--- src/rtl/skid_buffer_16_if.sv ---
// Valid/ready stream bundle for skid_buffer_16.
//
// Handshake: a word transfers on a rising clock edge where both valid and
// ready are 1. A producer holding valid=1 keeps its data steady until the
// transfer. Ready may depend only on registered state, never on valid.
// The s_* group is the upstream side and the m_* group is the downstream side.
interface skid_buffer_16_if #(
  parameter int WIDTH = 16
);
  logic [WIDTH-1:0] s_data;
  logic             s_valid;
  logic             s_ready;
  logic [WIDTH-1:0] m_data;
  logic             m_valid;
  logic             m_ready;

  // The stage itself: sinks the upstream stream and sources the downstream one.
  modport slave (
    input  s_data,
    input  s_valid,
    output s_ready,
    output m_data,
    output m_valid,
    input  m_ready
  );

  // The surrounding producer and consumer.
  modport master (
    output s_data,
    output s_valid,
    input  s_ready,
    input  m_data,
    input  m_valid,
    output m_ready
  );
endinterface

--- src/rtl/skid_buffer_16.sv ---
// Two-entry skid buffer terminating a 16-bit valid/ready stream.
// The main register drives m_data and the skid register catches the one
// extra word that arrives while the consumer is stalled. Every output,
// including s_ready, is a decode of registered state. This means no
// combinational path runs from m_ready to s_ready.
module skid_buffer_16 #(
  parameter int WIDTH = 16
) (
  input  logic                clk,
  input  logic                rst_n,
  input  logic                flush,
  skid_buffer_16_if.slave     bus,
  output logic [1:0]          level,
  output logic [1:0]          o_dbg_state
);

  typedef enum logic [1:0] {
    ST_EMPTY = 2'd0,
    ST_BUSY  = 2'd1,
    ST_FULL  = 2'd2
  } state_t;

  state_t           r_state;
  state_t           w_next_state;
  logic [WIDTH-1:0] r_main;
  logic [WIDTH-1:0] r_skid;

  logic w_in_fire;
  logic w_out_fire;
  logic w_main_from_in;
  logic w_main_from_skid;
  logic w_skid_from_in;

  // Handshake qualifiers derived from the registered state.
  assign w_in_fire  = bus.s_valid & (r_state != ST_FULL);
  assign w_out_fire = bus.m_ready & (r_state != ST_EMPTY);

  // Next-state and data-load decisions. Flush overrides both handshakes.
  always_comb begin
    w_next_state     = r_state;
    w_main_from_in   = 1'b0;
    w_main_from_skid = 1'b0;
    w_skid_from_in   = 1'b0;
    case (r_state)
      ST_EMPTY: begin
        if (w_in_fire) begin
          w_main_from_in = 1'b1;
          w_next_state   = ST_BUSY;
        end
      end
      ST_BUSY: begin
        if (w_in_fire && !w_out_fire) begin
          w_skid_from_in = 1'b1;
          w_next_state   = ST_FULL;
        end else if (!w_in_fire && w_out_fire) begin
          w_next_state   = ST_EMPTY;
        end else if (w_in_fire && w_out_fire) begin
          w_main_from_in = 1'b1;
        end
      end
      ST_FULL: begin
        if (w_out_fire) begin
          w_main_from_skid = 1'b1;
          w_next_state     = ST_BUSY;
        end
      end
      default: begin
        w_next_state = ST_EMPTY;
      end
    endcase
    if (flush) begin
      w_next_state     = ST_EMPTY;
      w_main_from_in   = 1'b0;
      w_main_from_skid = 1'b0;
      w_skid_from_in   = 1'b0;
    end
  end

  // State register. The state returns to EMPTY asynchronously on reset.
  always_ff @(posedge clk or negedge rst_n) begin
    if (!rst_n) begin
      r_state <= ST_EMPTY;
    end else begin
      r_state <= w_next_state;
    end
  end

  // Data registers. They change only when a word is loaded, so a flush leaves them intact.
  always_ff @(posedge clk or negedge rst_n) begin
    if (!rst_n) begin
      r_main <= '0;
      r_skid <= '0;
    end else begin
      if (w_main_from_in) begin
        r_main <= bus.s_data;
      end else if (w_main_from_skid) begin
        r_main <= r_skid;
      end
      if (w_skid_from_in) begin
        r_skid <= bus.s_data;
      end
    end
  end

  // Output decode from registers only.
  always_comb begin
    bus.m_data  = r_main;
    bus.m_valid = (r_state != ST_EMPTY);
    bus.s_ready = (r_state != ST_FULL);
    o_dbg_state = r_state;
    case (r_state)
      ST_BUSY: level = 2'd1;
      ST_FULL: level = 2'd2;
      default: level = 2'd0;
    endcase
  end

endmodule

--- src/flat_wrapper.sv ---
// flat-port wrapper written by rule: the top's interface ports become plain ports
module skid_buffer_16_flat 
#(
  parameter int WIDTH = 16
)
  (clk, rst_n, flush, level, o_dbg_state, bus_s_data, bus_s_valid, bus_s_ready, bus_m_data, bus_m_valid, bus_m_ready);
  skid_buffer_16_if #(.WIDTH(WIDTH)) bus_i ();
  input  logic clk;
  input  logic rst_n;
  input  logic flush;
  output logic [1:0] level;
  output logic [1:0] o_dbg_state;
  input wire logic [$bits(bus_i.s_data)-1:0] bus_s_data;
  input wire logic [$bits(bus_i.s_valid)-1:0] bus_s_valid;
  output wire logic [$bits(bus_i.s_ready)-1:0] bus_s_ready;
  output wire logic [$bits(bus_i.m_data)-1:0] bus_m_data;
  output wire logic [$bits(bus_i.m_valid)-1:0] bus_m_valid;
  input wire logic [$bits(bus_i.m_ready)-1:0] bus_m_ready;
  assign bus_i.s_data = bus_s_data;
  assign bus_i.s_valid = bus_s_valid;
  assign bus_s_ready = bus_i.s_ready;
  assign bus_m_data = bus_i.m_data;
  assign bus_m_valid = bus_i.m_valid;
  assign bus_i.m_ready = bus_m_ready;
  skid_buffer_16 #(.WIDTH(WIDTH)) u_core (.clk(clk), .rst_n(rst_n), .flush(flush), .bus(bus_i), .level(level), .o_dbg_state(o_dbg_state));
endmodule
--- config.mk ---
export PLATFORM = sky130hd
export DESIGN_NAME = skid_buffer_16_flat
export DESIGN_NICKNAME = d
export VERILOG_FILES = /design/src/rtl/skid_buffer_16_if.sv /design/src/rtl/skid_buffer_16.sv /design/src/flat_wrapper.sv
export SDC_FILE = /design/constraint.sdc
export NUM_CORES = 1
export LEC_CHECK = 0
export ABC_AREA = 1
export BUFFER_PORTS_ARGS = -buffer_cell sky130_fd_sc_hd__clkbuf_2
export CAP_MARGIN = 30
export CORE_MARGIN = 2
export CORE_UTILIZATION = 55
export CTS_BUF_LIST = sky130_fd_sc_hd__clkbuf_4 sky130_fd_sc_hd__clkbuf_8
export DETAILED_ROUTE_END_ITERATION = 10
export GPL_TIMING_DRIVEN = 0
export PLACE_DENSITY = 0.81
export SLEW_MARGIN = 20
export SYNTH_ARGS = -nofsm -noshare
export SYNTH_HDL_FRONTEND = slang
export SYNTH_SLANG_ARGS = --single-unit
export TNS_END_PERCENT = 100
--- constraint.sdc ---
create_clock -name clk -period 2 [get_ports clk]
set_input_delay 0.5 -clock clk [delete_from_list [all_inputs] [get_ports clk]]
set_output_delay 0.5 -clock clk [all_outputs]
set_load 0.02 [all_outputs]
# Yosys cells after proc, flatten, opt, wreduce, memory -nomap -nowiden
# Index checks and enable logic that the tools add are counted.
[totals]
reg_bits = 34
latch_bits = 0
mem_bits_rw = 0
romBits = 0
input_bits = 21
out_inout_bits = 22
word_cells = 41
memories = 0
[classes]
add_sub_neg = 0
mul = 0
n_div = 0
magnitude_cmp = 0
eq_ne = 6
shift = 0
n_mux = 21
n_bitwise = 2
n_reduce_logical = 9
[ops]
columns = ["op", "count"]
rows = [
  ["$mux 16", 2],
  ["$mux 1", 11],
  ["$mux 2", 5],
  ["$ne 3x2->1 const B", 2],
  ["$pmux 2 s3", 1],
  ["$ne 4x2->1 const B", 1],
  ["$pmux 2 s2", 1],
  ["$reduce_bool 2->1", 2],
  ["$logic_and 1x1->1", 3],
  ["$reduce_and 3->1", 1],
  ["$and 1x1->1", 2],
  ["$eq 2x1->1 const B", 1],
  ["$eq 2x2->1 const B", 1],
  ["$logic_not 1->1", 2],
  ["$logic_not 2->1", 1],
  ["$ne 2x2->1 const B", 1],
  ["$pmux 1 s2", 1],
]

# Depth between registers and ports, before layout
[logic_depth]
word_depth = 9
depth_mapped = 12

# Worst setup path after synthesis
# Ideal clock, no wire load.
[synth_path]
path_kind = "register -> register"
startpoint = "register u_core.r_state[1] (netlist: u_core.o_dbg_state[1])"
endpoint = "register u_core.r_main[10] (netlist: u_core.bus.m_data[10])"
setup_time_ns = 0.117
arrival_time_ns = 1.825
required_ns = 1.883
slack_ns = 0.058
path_stages_with_launch = 12
path_buffers = 1
period_less_slack_ns = 1.942
cell_sequence = "dfrtp_1 > inv_2 > nor2_1 > nor2_1 > ha_1 > nand3_2 > nand2_4 > nand2_4 > buf_6 > nand2_1 > nand2_1 > nand2_1"
[synth_between]
elab_chain_cells = 9
elab_cells_between_ends = 23
classes_between = "3 x eq/ne; 10 x mux; 2 x bitwise; 8 x reduce/logical"
[synth_rtl]
columns = ["item", "line_no", "source"]
rows = [
  ["start, declared", "skid_buffer_16.sv:23", "state_t r_state;"],
  ["start signal, assigned", "skid_buffer_16.sv:84", "r_state <= w_next_state;"],
  ["$ne 2x2->1 or $reduce_bool 2->1 (tied branches)", "skid_buffer_16.sv:35, skid_buffer_16.sv:36", ""],
  ["$and 1x1->1, on equally long branches", "skid_buffer_16.sv:35, skid_buffer_16.sv:36", ""],
  ["$logic_and 1x1->1 or $logic_not 1->1 (tied branches)", "skid_buffer_16.sv:57, skid_buffer_16.sv:55", ""],
  ["$mux 1 or $logic_and 1x1->1 (tied branches)", "skid_buffer_16.sv:57, skid_buffer_16.sv:55", ""],
  ["$mux 1", "skid_buffer_16.sv:55", "end else if (!w_in_fire && w_out_fire) begin"],
  ["$mux 1", "skid_buffer_16.sv:52", "if (w_in_fire && !w_out_fire) begin"],
  ["$pmux 1 s2", "skid_buffer_16.sv:44", "case (r_state)"],
  ["$mux 1", "skid_buffer_16.sv:71", "if (flush) begin"],
  ["$mux 16 or $reduce_bool 2->1 (tied branches)", "-", ""],
  ["end signal, assigned", "skid_buffer_16.sv:95", "r_main <= bus.s_data;"],
  ["end signal, assigned", "skid_buffer_16.sv:97", "r_main <= r_skid;"],
  ["end, declared", "skid_buffer_16.sv:25", "logic [WIDTH-1:0] r_main;"],
]
# Several ways; a longest one is shown, not always the timed one.
# A chain may end at the register's enable or synchronous reset.

# Worst setup path after layout
[layout_path]
startpoint = "register u_core.r_state[1] (netlist: u_core.o_dbg_state[1])"
endpoint = "output bus_m_valid"
[layout_between]
elab_chain_cells = 1
[layout_rtl]
columns = ["item", "line_no", "source"]
rows = [
  ["$reduce_bool 2->1", "skid_buffer_16.sv:108", "bus.m_valid = (r_state != ST_EMPTY);"],
  ["end, declared", "flat_wrapper.sv:17", "output wire logic [$bits(bus_i.m_valid)-1:0] bus_m_valid;"],
]
# No other way between the ends.

==> summary.txt <==
Placement
  • Pre-CTS WS: 59.72 ps
  • Placed cell areas: 2115 um2
  • Placed cell count: 312
  • Hpwl dp: 2913 um
  • GPL Wtd Cong: 0.8097
  • Port bufs: 41

Route
  • Drt initial violations: 109
  • ANT nets after route: 0
  • Top sig layer: met4
  • WL/cell: 11.93 um
  • DR WL met2: 1776 um
  • Sum of routed wire segments on met1: 1803 um
  • DR WL met3: 186 um
  • DR vias/cell: 5.034
  • Vias: 1626
  • Post-Route WL: 3852 um
  • DRC: 0
  • Pre-antenna DRT Iters: 4

Finish
  • Post-layout instance area: 2202 um2
  • Multi-input gate area: 779.5 um2
  • Final core occ: 67.05%
  • Share of cells above drive strength 1: 31.77%
  • Fill cells: 293
  • Register Area: 852.1 um2
  • P&R area growth vs syn: 18.92%
  • Antenna Cells: 0
  • Final-stage net count: 299
  • Final cell count without fillers: 323

STA
  • Unrepaired setup endpoints after global routing: no
  • WHS: 228.1 ps
  • Final min period: 1926 ps
  • Final Slew Violations: 0
  • Setup slack after layout: 74.09 ps
  • Fin crit share: 96.30%
  • Fmax: 519.2 MHz
  • Max transition margin: 45.85%
  • Count of final setup violators: 0
  • Final Skew: 6.457 ps
  • Setup tns final: 0 ps
  • Fin. Hold Viols: 0
  • Slew @ Worst Pin: 812.2 ps

Die
  • Cell row count: 21
  • Core area: 3284 um2
  • Die area: 3847 um2
  • Die Ht: 62.03 um
  • Starting Density: 56.38%
  • Die X-Extent: 62.03 um
  • # IOs: 43

GRT
  • Initial antenna violation count: 0
  • Number of global-route vias before repair: 1343
  • Total grt overflow: 0
  • Largest net degree at the start of global routing: 35
  • Tot GR Track Use: 22.50%
  • First-pass GRT wire length: 6182 um

Synth
  • Top-area cell type share of the netlist area: 45.95%
  • Post-Synthesis Mean Instance Area: 8.230 um2
  • Mapped Nets: 248
  • Yosys warnings: 0
  • Synth area leaders: dfrtp_1 (46%), nand2_1 (13%), nand3_1 (10%), nand4_1 (5.4%), o21ai_2 (4.7%)
  • Post-synthesis sequential area ratio: 45.95%
  • Mapped Area: 1852 um2
  • Cell taking the most area after synthesis: dfrtp_1
  • Post-synthesis cell count: 225
  • Count of cell types in the netlist: 20
  • Post-synthesis register bit count: 34

Setup path
  • CP max stage cell: dfrtp_2
  • CP Max Fanout: 10
  • CP delay by family, top: buffers and inverters
  • Worst-path cell chain: buf_6 > buf_4 > nor2_1 > inv_1 > clkbuf_2
  • Critical path arrival: 1430 ps
  • Crit path launch type: register
  • Critical Path RT: 1500 ps
  • Critical path class: reg -> out
  • Crit path largest cell delay: 440 ps
  • CP bufs+invs: 4
  • Crit end category: output pin

Run
  • Max-cap viol count: 0

Power
  • Power density cells: 1306 nW/um2
  • Design Power: 2.877 mW
  • LEAKAGE: 1.236 nW
  • VDD IR-drop max: 0.0005376 V

Clock tree
  • Htree depth: 2
  • Max clock buf depth: 2
  • Root Driver: clkbuf_4
  • Post-CTS Hold Buffers: 0
  • Worst-path clk slew: 100 ps
  • CTS sink cnt: 34
  • Clk_lat worst skew: 350 ps
  • CTS tree: yes
  • CTS Buf Count: 5

Run status
  • Status: finished, final reports clean

Hold path
  • HP Class: in -> async
worst paths after layout:
path | start | to | slack (ps) | depth (start not counted)
max | u_core.o_dbg_state[1] | bus_m_valid | 70 | 5
min | rst_n | u_core.r_skid[1] | 230 | 1
max reg2reg | u_core.o_dbg_state[1] | u_core.bus.m_data[12] | 160 | 12
min reg2reg | u_core.r_skid[13] | u_core.r_skid[13] | 500 | 2
max in group asynchronous | rst_n | u_core.o_dbg_state[1] | 1220 | 1
min in group clk | bus_s_data[1] | u_core.r_skid[1] | 390 | 3
cells in the mapped netlist:
master    count
nand3_2       3
dfrtp_1      34
o21ai_2      10
clkbuf_1      1
nand2_4       2
buf_4         4
inv_2         4
buf_2         3
buf_1         1
nand4_1      16
nand2_1      65
nand3_1      37
nor2_1        4
buf_6         6
inv_1        23
nor2_4        1
ha_1          2
o21ai_1       7
nor2_2        1
nand3_4       1
area by class of cell:
class	instances	area share, %
Buffer	15	5.455
Clock buffer	7	2.670
Clock inverter	1	0.2273
Inverter	27	4.602
Multi-Input combinational cell	149	35.40
Sequential cell	34	38.69
Tap cell	46	2.614
Timing Repair Buffer	44	10.34
placed cells by master (no fill, tap or decap), types with 3 or more instances in the layout:
cell type  netlist  layout
nor2_1           4       4
buf_6            6       6
dfrtp_1         34      33
nand4_1         16      16
buf_2            3       3
nand3_2          3       3
clkbuf_2         0      41
buf_4            4       7
inv_1           23      23
inv_2            4       4
nand3_1         37      37
nand2_1         65      65
o21ai_2         10      10
o21ai_1          7       7
clkbuf_4         0       6
registers in the layout, summed over array words and instances, names as in the netlist:
| name | cells |
|---|---|
| u_core.o_dbg_state | 2 |
| u_core.bus.m_data | 16 |
| u_core.r_skid | 16 |
what timing repair did:
action | 4_1_cts | 5_1_grt
resized for setup | 0 | 1
setup endpoints to repair | 0 | 21
setup buffers | 0 | 3
worst register-to-register path: stages, from the launching register on:
cell	delay, ps
dfrtp_2	440
buf_6	150
buf_4	170
nor2_1	130
nor2_1	80
ha_1	190
nand3_2	90
nand2_4	80
nand2_4	90
buf_6	140
nand2_1	60
nand2_1	80
nand2_1	50
cell families (layout without fill, tap and decap cells):
family	count (synthesis)	in the layout	share of synthesized area (%)
adders and majority gates	2	2	1.351
AOI/OAI and AO/OA	17	17	6.621
buffers and inverters	42	94	11.96
and+or+nand+nor	130	130	34.12
DFF	34	34	45.95
where the power goes:
part	internal, mW	switching, mW	total (mW)
registers	1.01	0.185	1.20
logic	0.479	0.789	1.27
clock network	0.184	0.228	0.412
metal layers:
| metal | GRT usage (%) | up-vias |
|---|---|---|
| met5 | 0 | - |
| met4 | 10.03 | 0 |
| met2 | 31.70 | 43 |
| met3 | 4.348 | 8 |
| met1 | 33.33 | 739 |
| li1 | - | 836 |
Note: power is estimated with default switching activity, not from simulation.
